<file path="config.mk">
export PLATFORM = sky130hd
export DESIGN_NAME = ysyx_24100005_mem_arbiter_flat
export DESIGN_NICKNAME = d
export VERILOG_FILES = /design/src/rtl/ysyx_24100005_mem_arbiter_if.sv /design/src/rtl/ysyx_24100005_mem_arbiter.sv /design/src/flat_wrapper.sv
export SDC_FILE = /design/constraint.sdc
export NUM_CORES = 1
export LEC_CHECK = 0
export ABC_AREA = 0
export CAP_MARGIN = 20
export CORE_AREA = 8 8 118 120
export DETAILED_ROUTE_END_ITERATION = 7
export DIE_AREA = 0 0 126 128
export DONT_BUFFER_PORTS = 1
export PLACE_DENSITY_LB_ADDON = 0.12
export REMOVE_ABC_BUFFERS = 1
export SETUP_SLACK_MARGIN = 0.2
export SYNTH_ARGS = -nofsm -noshare
export SYNTH_HDL_FRONTEND = slang
export SYNTH_SLANG_ARGS = --single-unit
</file>
<file path="constraint.sdc">
create_clock -name clk -period 3.2 [get_ports clk]
set_input_delay 0.48 -clock clk [delete_from_list [all_inputs] [get_ports clk]]
set_output_delay 0.48 -clock clk [all_outputs]
set_load 0.02 [all_outputs]
</file>
<file path="src/rtl/ysyx_24100005_mem_arbiter_if.sv">
// Request/response bundle for one port of the data-memory arbiter.
// The master modport is the side that issues requests.
interface ysyx_24100005_mem_arbiter_if #(
  parameter int ADDR_W = 32,
  parameter int DATA_W = 32,
  parameter int MASK_W = DATA_W / 8
);
  logic              req_valid;
  logic              req_ready;
  logic [ADDR_W-1:0] addr;
  logic              wen;
  logic [DATA_W-1:0] wdata;
  logic [MASK_W-1:0] wmask;
  logic              rsp_valid;
  logic              rsp_ready;
  logic [DATA_W-1:0] rdata;
  logic              rsp_err;

  modport master (
    output req_valid, addr, wen, wdata, wmask, rsp_ready,
    input  req_ready, rsp_valid, rdata, rsp_err
  );

  modport slave (
    input  req_valid, addr, wen, wdata, wmask, rsp_ready,
    output req_ready, rsp_valid, rdata, rsp_err
  );
endinterface

</file>
<file path="src/rtl/ysyx_24100005_mem_arbiter.sv">
// Round-robin arbiter sharing the npcmem port between IFU (m0) and LSU (m1).
// One outstanding transaction; request fields are latched on grant.
module ysyx_24100005_mem_arbiter #(
  parameter int ADDR_W = 32,
  parameter int DATA_W = 32,
  parameter int MASK_W = DATA_W / 8
) (
  input  logic clk,
  input  logic rst,
  ysyx_24100005_mem_arbiter_if.slave  m0,
  ysyx_24100005_mem_arbiter_if.slave  m1,
  ysyx_24100005_mem_arbiter_if.master s,
  output logic busy,
  output logic grant_id
);

  typedef enum logic [1:0] {
    IDLE     = 2'd0,
    ISSUE    = 2'd1,
    WAIT_RSP = 2'd2
  } state_t;

  state_t state, state_nx;

  logic              last_grant;
  logic              owner;
  logic              gnt;
  logic              acc0;
  logic              acc1;
  logic              own_rdy;
  logic [ADDR_W-1:0] addr_q;
  logic              wen_q;
  logic [DATA_W-1:0] wdata_q;
  logic [MASK_W-1:0] wmask_q;

  always_comb begin
    gnt = 1'b0;
    unique case (1'b1)
      m0.req_valid && m1.req_valid:  gnt = ~last_grant;
      m1.req_valid && !m0.req_valid: gnt = 1'b1;
      default:                       gnt = 1'b0;
    endcase
  end

  assign own_rdy = owner ? m1.rsp_ready : m0.rsp_ready;

  always_comb begin
    state_nx     = state;
    acc0         = 1'b0;
    acc1         = 1'b0;
    s.req_valid  = 1'b0;
    s.rsp_ready  = 1'b0;
    m0.rsp_valid = 1'b0;
    m1.rsp_valid = 1'b0;
    m0.rdata     = '0;
    m1.rdata     = '0;
    m0.rsp_err   = 1'b0;
    m1.rsp_err   = 1'b0;
    unique case (state)
      IDLE: begin
        // rst gate keeps ready low while reset is held
        acc0 = rst && m0.req_valid && !gnt;
        acc1 = rst && m1.req_valid && gnt;
        if (acc0 || acc1) state_nx = ISSUE;
      end
      ISSUE: begin
        s.req_valid = 1'b1;
        if (s.req_ready) state_nx = WAIT_RSP;
      end
      WAIT_RSP: begin
        s.rsp_ready  = own_rdy;
        m0.rsp_valid = s.rsp_valid && !owner;
        m1.rsp_valid = s.rsp_valid && owner;
        m0.rdata     = s.rdata;
        m1.rdata     = s.rdata;
        m0.rsp_err   = s.rsp_err;
        m1.rsp_err   = s.rsp_err;
        if (s.rsp_valid && own_rdy) state_nx = IDLE;
      end
      default: state_nx = IDLE;
    endcase
  end

  assign m0.req_ready = acc0;
  assign m1.req_ready = acc1;

  always_ff @(posedge clk or negedge rst) begin
    if (!rst) begin
      state      <= IDLE;
      last_grant <= 1'b0;
      owner      <= 1'b0;
      addr_q     <= '0;
      wen_q      <= 1'b0;
      wdata_q    <= '0;
      wmask_q    <= '0;
    end else begin
      state <= state_nx;
      if (acc0 || acc1) begin
        owner      <= acc1;
        last_grant <= acc1;
        addr_q     <= acc1 ? m1.addr  : m0.addr;
        wen_q      <= acc1 ? m1.wen   : m0.wen;
        wdata_q    <= acc1 ? m1.wdata : m0.wdata;
        wmask_q    <= acc1 ? m1.wmask : m0.wmask;
      end
    end
  end

  assign s.addr   = addr_q;
  assign s.wen    = wen_q;
  assign s.wdata  = wdata_q;
  assign s.wmask  = wmask_q;
  assign busy     = (state != IDLE);
  assign grant_id = owner;

endmodule

</file>
<file path="src/flat_wrapper.sv">
// flat-port wrapper written by rule: the top's interface ports become plain ports
module ysyx_24100005_mem_arbiter_flat 
#(
  parameter int ADDR_W = 32,
  parameter int DATA_W = 32,
  parameter int MASK_W = DATA_W / 8
)
  (clk, rst, busy, grant_id, m0_req_valid, m0_addr, m0_wen, m0_wdata, m0_wmask, m0_rsp_ready, m0_req_ready, m0_rsp_valid, m0_rdata, m0_rsp_err, m1_req_valid, m1_addr, m1_wen, m1_wdata, m1_wmask, m1_rsp_ready, m1_req_ready, m1_rsp_valid, m1_rdata, m1_rsp_err, s_req_valid, s_addr, s_wen, s_wdata, s_wmask, s_rsp_ready, s_req_ready, s_rsp_valid, s_rdata, s_rsp_err);
  ysyx_24100005_mem_arbiter_if #(.ADDR_W(ADDR_W), .DATA_W(DATA_W), .MASK_W(MASK_W)) m0_i ();
  ysyx_24100005_mem_arbiter_if #(.ADDR_W(ADDR_W), .DATA_W(DATA_W), .MASK_W(MASK_W)) m1_i ();
  ysyx_24100005_mem_arbiter_if #(.ADDR_W(ADDR_W), .DATA_W(DATA_W), .MASK_W(MASK_W)) s_i ();
  input  logic clk;
  input  logic rst;
  output logic busy;
  output logic grant_id;
  input wire logic [$bits(m0_i.req_valid)-1:0] m0_req_valid;
  input wire logic [$bits(m0_i.addr)-1:0] m0_addr;
  input wire logic [$bits(m0_i.wen)-1:0] m0_wen;
  input wire logic [$bits(m0_i.wdata)-1:0] m0_wdata;
  input wire logic [$bits(m0_i.wmask)-1:0] m0_wmask;
  input wire logic [$bits(m0_i.rsp_ready)-1:0] m0_rsp_ready;
  output wire logic [$bits(m0_i.req_ready)-1:0] m0_req_ready;
  output wire logic [$bits(m0_i.rsp_valid)-1:0] m0_rsp_valid;
  output wire logic [$bits(m0_i.rdata)-1:0] m0_rdata;
  output wire logic [$bits(m0_i.rsp_err)-1:0] m0_rsp_err;
  input wire logic [$bits(m1_i.req_valid)-1:0] m1_req_valid;
  input wire logic [$bits(m1_i.addr)-1:0] m1_addr;
  input wire logic [$bits(m1_i.wen)-1:0] m1_wen;
  input wire logic [$bits(m1_i.wdata)-1:0] m1_wdata;
  input wire logic [$bits(m1_i.wmask)-1:0] m1_wmask;
  input wire logic [$bits(m1_i.rsp_ready)-1:0] m1_rsp_ready;
  output wire logic [$bits(m1_i.req_ready)-1:0] m1_req_ready;
  output wire logic [$bits(m1_i.rsp_valid)-1:0] m1_rsp_valid;
  output wire logic [$bits(m1_i.rdata)-1:0] m1_rdata;
  output wire logic [$bits(m1_i.rsp_err)-1:0] m1_rsp_err;
  output wire logic [$bits(s_i.req_valid)-1:0] s_req_valid;
  output wire logic [$bits(s_i.addr)-1:0] s_addr;
  output wire logic [$bits(s_i.wen)-1:0] s_wen;
  output wire logic [$bits(s_i.wdata)-1:0] s_wdata;
  output wire logic [$bits(s_i.wmask)-1:0] s_wmask;
  output wire logic [$bits(s_i.rsp_ready)-1:0] s_rsp_ready;
  input wire logic [$bits(s_i.req_ready)-1:0] s_req_ready;
  input wire logic [$bits(s_i.rsp_valid)-1:0] s_rsp_valid;
  input wire logic [$bits(s_i.rdata)-1:0] s_rdata;
  input wire logic [$bits(s_i.rsp_err)-1:0] s_rsp_err;
  assign m0_i.req_valid = m0_req_valid;
  assign m0_i.addr = m0_addr;
  assign m0_i.wen = m0_wen;
  assign m0_i.wdata = m0_wdata;
  assign m0_i.wmask = m0_wmask;
  assign m0_i.rsp_ready = m0_rsp_ready;
  assign m0_req_ready = m0_i.req_ready;
  assign m0_rsp_valid = m0_i.rsp_valid;
  assign m0_rdata = m0_i.rdata;
  assign m0_rsp_err = m0_i.rsp_err;
  assign m1_i.req_valid = m1_req_valid;
  assign m1_i.addr = m1_addr;
  assign m1_i.wen = m1_wen;
  assign m1_i.wdata = m1_wdata;
  assign m1_i.wmask = m1_wmask;
  assign m1_i.rsp_ready = m1_rsp_ready;
  assign m1_req_ready = m1_i.req_ready;
  assign m1_rsp_valid = m1_i.rsp_valid;
  assign m1_rdata = m1_i.rdata;
  assign m1_rsp_err = m1_i.rsp_err;
  assign s_req_valid = s_i.req_valid;
  assign s_addr = s_i.addr;
  assign s_wen = s_i.wen;
  assign s_wdata = s_i.wdata;
  assign s_wmask = s_i.wmask;
  assign s_rsp_ready = s_i.rsp_ready;
  assign s_i.req_ready = s_req_ready;
  assign s_i.rsp_valid = s_rsp_valid;
  assign s_i.rdata = s_rdata;
  assign s_i.rsp_err = s_rsp_err;
  ysyx_24100005_mem_arbiter #(.ADDR_W(ADDR_W), .DATA_W(DATA_W), .MASK_W(MASK_W)) u_core (.clk(clk), .rst(rst), .m0(m0_i), .m1(m1_i), .s(s_i), .busy(busy), .grant_id(grant_id));
endmodule
</file>
==> flow_metrics.env, run 1 <==
export IMPL_gp_congestion=0.829
export IMPL_grt_pass1_vias=3730
export IMPL_timing_fmax_mhz=390
export IMPL_synth_flop_cell="dfrtp_1"
export IMPL_post_cts_buffers=0
export IMPL_status="finished, final reports clean"
export IMPL_yosysTopAreaCell="dfrtp_1"
export IMPL_critPathMaxStageDelay_ps=660
export IMPL_preCtsSetupSlack_ps=988
export IMPL_drt_pass1_iter_count=5
export IMPL_critPathRequiredTime_ps=2720
export IMPL_post_drt_via_cell_ratio=6.24
export IMPL_grt_max_degree=73
export IMPL_ys_warn_count=0
export IMPL_drive_above_1_share_pct=8.06
export IMPL_worstPathArrival_ps=2080
export IMPL_place_area_um2=3960
export IMPL_slowest_stage="buf_4"
export IMPL_async_flop_share_pct=100
export IMPL_final_max_slew_viol_count=0
export IMPL_grt_overflow_total=0
export IMPL_drt_initial_drc_count=198
export IMPL_reg2reg_to="u_core.s.addr[18]"
export IMPL_fp_dieH_um=128
export IMPL_max_cap_viol_count=0
export IMPL_path_cells="nor3b_2 -> buf_4 -> and3_1"
export IMPL_die_x_um=126
export IMPL_critPathMaxFanout=71
export IMPL_fin_ws_ps=636
export IMPL_period_share_pct=80.1
export IMPL_fp_row_count=41
export IMPL_rsz0062_at_grt="no"
export IMPL_cts_inserted_buffers=9
export IMPL_netlist_area_um2=4200
export IMPL_post_cts_resized=0
export IMPL_drc=0
export IMPL_fillers=1262
export IMPL_clk_pin_slew_worst_paths_ps=60
export IMPL_irDropWorstVdd_uv=329
export IMPL_cts_tree="built"
export IMPL_synth_seq_cells=72
export IMPL_synthTopCellsByArea="dfrtp_1, a31oi_1, a21oi_1, nand3_1, o21ai_0"
export IMPL_cts_buffer_depth=2
export IMPL_maxSlewHeadroom_pct=46.4
export IMPL_ant_nets=0
export IMPL_worstMarginPinSlew_ps=804
export IMPL_start_kind="flop"
export IMPL_wl_per_cell_um=29.1
export IMPL_nNetsFinal=608
export IMPL_ff_latch_area_um2=1800
export IMPL_p_leak_nw=1.55
export IMPL_cts_sinks=72
export IMPL_core_area_um2=12200
export IMPL_clock_latency_ps=340
export IMPL_power_density_nw_per_um2=1160
export IMPL_wl_mm=17.0
export IMPL_vias=3657
export IMPL_dp_hpwl_mm=11.9
export IMPL_min_path_type="input port to asynchronous set/reset pin"
export IMPL_synth_edf_count=0
export IMPL_netlist_area_leader_share_pct=42.9
export IMPL_synth_common_cells="dfrtp_1, a21oi_1, nand3_1"
export IMPL_endpoint_kind="output port"
export IMPL_reg2reg_depth=4
export IMPL_grt_usage_pct=20.3
export IMPL_layoutNonFillerInstCount=586
export IMPL_clock_skew_ps=7.55
export IMPL_period_needed_ps=2560
export IMPL_syn_area_per_cell_um2=8.41
export IMPL_crit_type="flop to output port"
export IMPL_place_inst=567
export IMPL_areaGrowthSynthToFinish_pct=3.43
export IMPL_htree_num_levels=3
export IMPL_root_buffer="clkbuf_16"
export IMPL_yosysMostFrequentCell="dfrtp_1"
export IMPL_r2r_slack_ps=1190
export IMPL_synth_cells=499
export IMPL_multi_input_area_um2=1870
export IMPL_finalHoldViolCount=0
export IMPL_start_util_pct=34.4
export IMPL_r2r_start="u_core.last_grant"
export IMPL_grt_pass1_wl_mm=24.6
export IMPL_dieArea_um2=16100
export IMPL_grt_antenna_before_repair=2
export IMPL_fin_area_um2=4340
export IMPL_port_buffers=0
export IMPL_setup_violations=0
export IMPL_yosysSeqAreaShare_pct=42.9
export IMPL_finalPower_mw=5.04
export IMPL_synth_cell_types=26
export IMPL_io_pins=322
## flip-flops by register name, indices dropped and copies added, names as in the netlist
| name | count |
|---|---|
| u_core.last_grant | 1 |
| u_core.s.addr | 32 |
| u_core.s.wdata | 32 |
| u_core.s.wen | 1 |
| u_core.s.wmask | 4 |
| u_core.state | 2 |
## power breakdown
part / internal (mW) / switching (mW)
sequential: 1.35 / 0.970
combinational: 0.459 / 1.09
clock: 0.783 / 0.390
## cell type report
class / instances / share of cell area [%]
Antenna cell: 2 / 0.115
Clock buffer: 11 / 5.59
Tap cell: 150 / 4.32
Inverter: 2 / 0.173
Timing Repair Buffer: 11 / 2.94
Clock inverter: 5 / 2.39
Sequential cell: 72 / 41.5
Multi-Input combinational cell: 333 / 43.0
## worst max-delay path, delay by kind of cell, from the launching register on
family | cells | cell delay, ps
buf+inv | 1 | 660
flops | 1 | 450
simple gates | 2 | 620
## logic make-up (layout without fill, tap and decap cells)
| kind of cell | after synthesis | after routing | share of synthesized area, % |
|---|---|---|---|
| other | 0 | 2 | 0 |
| buffers and inverters | 94 | 29 | 13.6 |
| AND/OR/NAND/NOR | 122 | 122 | 16.0 |
| AO/OA/AOI/OAI | 210 | 210 | 27.3 |
| multiplexers | 1 | 1 | 0.238 |
| flip-flops | 72 | 72 | 42.9 |
## layer usage
metal	routed length (um)	GRT usage (%)	vias to the layer above
met1	6230	22.0	1781
met2	8760	35.0	219
li1	-	-	1640
met3	1750	8.28	17
met5	0	0	-
met4	301	7.71	0
## placed cells by master (no fill, tap or decap), types with 3 or more instances in the layout
cell | synthesis | final
a21oi_1 | 70 | 70
a31oi_1 | 68 | 68
and2_1 | 35 | 33
buf_4 | 36 | 8
bufinv_16 | 0 | 3
clkbuf_16 | 0 | 9
dfrtp_1 | 72 | 72
nand2_1 | 3 | 3
nand3_1 | 69 | 69
nor2_1 | 3 | 3
nor2b_1 | 3 | 3
o21ai_0 | 60 | 60
o21ai_1 | 10 | 10
## metrics by stage
step	hold WS [ps]	util (%)	setup TNS, ps
after detailed placement	187	32.5	0
final	30.4	35.6	0
after global routing	48.2	35.6	0
after floorplan	184	-	-204040
after CTS	30.9	35.5	0
after global placement	187	32.5	0
## worst max path at each step
stage	startpoint	to	slack, ps
2_1_floorplan	rst	u_core.s.addr[20]	-2980
3_3_place_gp	rst	m0_req_ready	990
3_5_place_dp	rst	m0_req_ready	990
4_1_cts	u_core.state[0]	m0_req_ready	610
5_1_grt	u_core.state[0]	m0_req_ready	510
6_report	u_core.state[0]	m0_req_ready	640
## repair_timing
item	in CTS	in global routing
hold buffers	1	0
endpoints found under the setup margin	0	0
hold endpoints to repair	72	0
No activity file was read; power rests on OpenSTA's default activity.
==> run 2, diff against run 1 <==
--- a/config.mk
+++ b/config.mk
@@ -7,9 +7,9 @@
 export LEC_CHECK = 0
 export ABC_AREA = 0
 export CAP_MARGIN = 20
-export CORE_AREA = 8 8 118 120
+export CORE_AREA = 8 8 117 119
 export DETAILED_ROUTE_END_ITERATION = 7
-export DIE_AREA = 0 0 126 128
+export DIE_AREA = 0 0 125 127
 export DONT_BUFFER_PORTS = 1
 export PLACE_DENSITY_LB_ADDON = 0.12
 export REMOVE_ABC_BUFFERS = 1
==> constraint.sdc (replaced) <==
create_clock -name clk -period 2.2 [get_ports clk]
set_input_delay 0.33 -clock clk [delete_from_list [all_inputs] [get_ports clk]]
set_output_delay 0.33 -clock clk [all_outputs]
set_load 0.02 [all_outputs]
==> flow_metrics.env, run 2 (synthesized netlist as in run 1, its figures left out) <==
export IMPL_max_cap_viol_count=0
export IMPL_nNetsFinal=649
export IMPL_wl_mm=16.5
export IMPL_period_share_pct=87.6
export IMPL_grt_overflow_total=0
export IMPL_port_buffers=0
export IMPL_crit_type="flop to output port"
export IMPL_p_leak_nw=1.85
export IMPL_dp_hpwl_mm=11.8
export IMPL_worstMarginPinSlew_ps=618
export IMPL_preCtsSetupSlack_ps=451
export IMPL_place_inst=606
export IMPL_cts_inserted_buffers=9
export IMPL_drt_pass1_iter_count=5
export IMPL_clock_skew_ps=6.52
export IMPL_layoutNonFillerInstCount=621
export IMPL_wl_per_cell_um=26.6
export IMPL_power_density_nw_per_um2=1540
export IMPL_clock_latency_ps=340
export IMPL_critPathRequiredTime_ps=1870
export IMPL_grt_pass1_wl_mm=25.1
export IMPL_post_drt_via_cell_ratio=6.22
export IMPL_drive_above_1_share_pct=16.5
export IMPL_worstPathArrival_ps=1600
export IMPL_root_buffer="clkbuf_16"
export IMPL_clk_pin_slew_worst_paths_ps=60
export IMPL_layout_commonest_cell="dfrtp_1"
export IMPL_drc=0
export IMPL_grt_max_degree=76
export IMPL_fp_row_count=40
export IMPL_die_x_um=125
export IMPL_cts_tree="built"
export IMPL_ant_nets=0
export IMPL_min_path_type="input port to asynchronous set/reset pin"
export IMPL_cts_sinks=72
export IMPL_gp_congestion=0.768
export IMPL_tns_ps=0
export IMPL_drt_initial_drc_count=226
export IMPL_final_max_slew_viol_count=0
export IMPL_post_cts_buffers=0
export IMPL_critPathMaxFanout=15
export IMPL_endpoint_kind="output port"
export IMPL_rsz0062_at_grt="no"
export IMPL_finalHoldViolCount=72
export IMPL_fp_dieH_um=127
export IMPL_dieArea_um2=15900
export IMPL_fin_ws_ps=273
export IMPL_cts_buffer_depth=2
export IMPL_timing_fmax_mhz=519
export IMPL_status="complete, but fails checks"
export IMPL_grt_usage_pct=20.2
export IMPL_postLayoutCoreUtil_pct=42.3
export IMPL_finalPower_mw=7.70
export IMPL_areaGrowthSynthToFinish_pct=19.0
export IMPL_core_area_um2=11800
export IMPL_maxSlewHeadroom_pct=58.8
export IMPL_htree_num_levels=3
export IMPL_start_kind="flop"
export IMPL_holdWs_ps=-324
export IMPL_period_needed_ps=1930
export IMPL_layout_common_cells="dfrtp_1, a21oi_1, nand3_1"
export IMPL_vias=3860
export IMPL_irDropWorstVdd_uv=575
export IMPL_grt_antenna_before_repair=0
export IMPL_grt_pass1_vias=4020
export IMPL_diodes=0
export IMPL_violations="hold timing"
export IMPL_io_pins=322
export IMPL_setup_violations=0
export IMPL_start_util_pct=35.6
[run 2: changes by cell type in the layout (fill, tap and decap cells not counted), sizes merged]
cell / delta
clkinv: -1
bufinv: -1
diode: -2
clkbuf: +1
buf: +41
[run 2: where the power goes]
| part | internal (mW) | total [mW] | leakage (nW) | switching (mW) |
|---|---|---|---|---|
| Sequential | 1.96 | 3.30 | 0.793 | 1.33 |
| Clock | 1.05 | 1.61 | 0.159 | 0.563 |
| Combinational | 1.12 | 2.79 | 0.894 | 1.67 |
[run 2: through the flow]
| stage | instance area [um2] | hold WS [ps] |
|---|---|---|
| floorplan | 3640 | 34.4 |
| global placement | 4650 | 37.1 |
| detailed placement | 4650 | 37.0 |
| CTS | 4980 | -335 |
| global route | 5000 | -343 |
| finish | 5000 | -324 |
[run 2: worst max-delay path: stages (launching register included)]
cell,delay [ps]
dfrtp_1,460
nor3b_2,310
buf_6,210
and3_2,270
[run 2: final cells by class]
| type | instances | area, um2 |
|---|---|---|
| Fill cell | 1190 | 6810 |
| Clock buffer | 12 | 256 |
| Sequential cell | 72 | 1800 |
| Tap cell | 147 | 184 |
| Clock inverter | 3 | 65.1 |
| Inverter | 2 | 7.51 |
| Multi-Input combinational cell | 333 | 1870 |
| Timing Repair Buffer | 52 | 811 |
[run 2: final timing paths]
kind,slack [ps],start,endpoint,cells after the start
max in group asynchronous,2400,rst,u_core.state[1],0
max reg2reg,470,u_core.state[0],u_core.s.wdata[24],4
min in group clk,120,s_req_ready,u_core.state[1],2
max,270,u_core.state[0],m0_req_ready,3
min reg2reg,680,u_core.s.addr[25],u_core.s.addr[25],2
min,-320,rst,u_core.s.wen,0
[run 2: what timing repair did]
action,4_1_cts,5_1_grt
hold endpoints to repair,72,72
gates resized for setup,3,2
endpoints found under the setup margin,5,11
gates cloned,0,0
[run 2: layer usage]
layer / GRT usage [%] / share of wire (%) / up-vias
li1: - / - / 1714
met1: 23.5 / 39 / 1865
met2: 33.2 / 49 / 254
met3: 7.95 / 9.9 / 27
met4: 6.95 / 2.3 / 0
met5: 0 / 0 / -
==> run 3, diff against run 2 <==
--- a/config.mk
+++ b/config.mk
@@ -13,7 +13,7 @@
 export DONT_BUFFER_PORTS = 1
 export PLACE_DENSITY_LB_ADDON = 0.12
 export REMOVE_ABC_BUFFERS = 1
-export SETUP_SLACK_MARGIN = 0.2
+export SETUP_SLACK_MARGIN = 0.15
 export SYNTH_ARGS = -nofsm -noshare
 export SYNTH_HDL_FRONTEND = slang
 export SYNTH_SLANG_ARGS = --single-unit
==> flow_metrics.env, run 3 (synthesized netlist as in run 1, its figures left out) <==
export IMPL_root_buffer="clkbuf_16"
export IMPL_drc=0
export IMPL_finalHoldViolCount=0
export IMPL_tns_ps=0
export IMPL_cts_tree="built"
export IMPL_drive_above_1_share_pct=16.4
export IMPL_critPathMaxFanout=15
export IMPL_pwr_share_clk_pct=20.8
export IMPL_drt_pass1_iter_count=4
export IMPL_clk_pin_slew_worst_paths_ps=50
export IMPL_min_path_type="input port to flop"
export IMPL_grt_antenna_before_repair=0
export IMPL_nNetsFinal=651
export IMPL_core_area_um2=11800
export IMPL_dp_hpwl_mm=11.8
export IMPL_grt_usage_pct=20.5
export IMPL_period_needed_ps=1970
export IMPL_grt_overflow_total=0
export IMPL_worstPathArrival_ps=1640
export IMPL_fp_dieH_um=127
export IMPL_power_density_nw_per_um2=1540
export IMPL_endpoint_kind="output port"
export IMPL_grt_pass1_vias=4039
export IMPL_clock_latency_ps=340
export IMPL_vias=3890
export IMPL_drt_initial_drc_count=245
export IMPL_gp_congestion=0.768
export IMPL_start_kind="flop"
export IMPL_die_x_um=125
export IMPL_cts_inserted_buffers=9
export IMPL_p_leak_nw=1.86
export IMPL_grt_max_degree=73
export IMPL_ant_nets=0
export IMPL_layout_common_cells="dfrtp_1, a21oi_1, nand3_1"
export IMPL_final_max_slew_viol_count=0
export IMPL_period_share_pct=89.4
export IMPL_clock_skew_ps=5.22
export IMPL_irDropWorstVdd_uv=577
export IMPL_dieArea_um2=15900
export IMPL_switching_share_pct=46.6
export IMPL_status="finished, final reports clean"
export IMPL_grt_pass1_wl_mm=25.4
export IMPL_timing_fmax_mhz=508
export IMPL_critPathRequiredTime_ps=1870
export IMPL_max_cap_viol_count=0
export IMPL_combinationalPowerShare_pct=36.5
export IMPL_fp_row_count=40
export IMPL_port_buffers=0
export IMPL_layoutNonFillerInstCount=624
export IMPL_worstMarginPinSlew_ps=624
export IMPL_wl_mm=16.7
export IMPL_internal_power_mw=4.12
export IMPL_layout_commonest_cell="dfrtp_1"
export IMPL_cts_sinks=72
export IMPL_maxSlewHeadroom_pct=58.4
export IMPL_rsz0062_at_grt="no"
export IMPL_setup_violations=0
export IMPL_wl_per_cell_um=26.7
export IMPL_htree_num_levels=3
export IMPL_p_seq_share_pct=42.7
export IMPL_place_inst=606
export IMPL_holdWs_ps=118
export IMPL_post_drt_via_cell_ratio=6.23
export IMPL_p_sw_mw=3.59
export IMPL_crit_type="flop to output port"
export IMPL_areaGrowthSynthToFinish_pct=19.6
export IMPL_io_pins=322
export IMPL_cts_buffer_depth=2
export IMPL_start_util_pct=35.6
run 3: cell count changes in the layout (fill, tap and decap cells not counted), sizes merged:
| cell | change |
|---|---|
| buf | +1 |
| diode | +1 |
| dlygate4sd3 | +1 |
run 3: through the flow:
step | total power [mW] | setup WS, ps | utilization [%] | area, um2
after global routing | 8.18 | 155 | 42.5 | 5020
after CTS | 7.80 | 183 | 42.5 | 5010
after detailed placement | 6.14 | 451 | 39.4 | 4650
after global placement | 6.08 | 470 | 39.4 | 4650
final | 7.72 | 232 | 42.5 | 5020
after floorplan | 4.78 | -3930 | - | 3640
run 3: path summary, 6_finish.rpt:
check,slack (ps),to,startpoint,cells past startpoint
worst max-delay path,230,m0_req_ready,u_core.state[0],3
worst min-delay path,120,u_core.state[1],s_req_ready,2
worst max register to register,440,u_core.s.addr[0],u_core.state[1],4
worst min register to register,680,u_core.s.addr[25],u_core.s.addr[25],2
max in group asynchronous,1350,u_core.s.wdata[18],rst,2
min in group asynchronous,530,u_core.s.wen,rst,2
run 3: timing repair:
action / in CTS / in global routing
hold buffers: 2 / 0
hold endpoints to repair: 72 / 0
setup endpoints to repair: 1 / 44
setup buffers: 0 / 0
gates resized for setup: 1 / 1
run 3: per-layer routing:
metal / wire length [um] / part of all wire, % / global-route usage (%)
met5: 0 / 0 / 0
met3: 1620 / 9.7 / 8.03
met4: 413 / 2.5 / 7.66
met2: 8140 / 49 / 33.6
met1: 6490 / 39 / 23.7
run 3: critical path: stages, from the launching register on:
cell and delay (ps):
dfrtp_1 460, nor3b_2 280, buf_4 270, and3_2 290
run 3: power groups by stage:
stage | Combinational, mW | Clock (mW) | Sequential [mW]
5_1_grt | 3.11 | 1.70 | 3.38
3_5_place_dp | 2.82 | 0 | 3.32
4_1_cts | 2.85 | 1.64 | 3.32
3_3_place_gp | 2.76 | 0 | 3.32
6_report | 2.82 | 1.61 | 3.29
2_1_floorplan | 1.68 | 0 | 3.11
run 3: layout make-up:
class | instances | area (um2)
Antenna cell | 1 | 2.50
Clock buffer | 12 | 256
Clock inverter | 3 | 65.1
Fill cell | 1189 | 6790
Inverter | 2 | 7.51
Multi-Input combinational cell | 333 | 1860
Sequential cell | 72 | 1800
Tap cell | 147 | 184
Timing Repair Buffer | 54 | 845
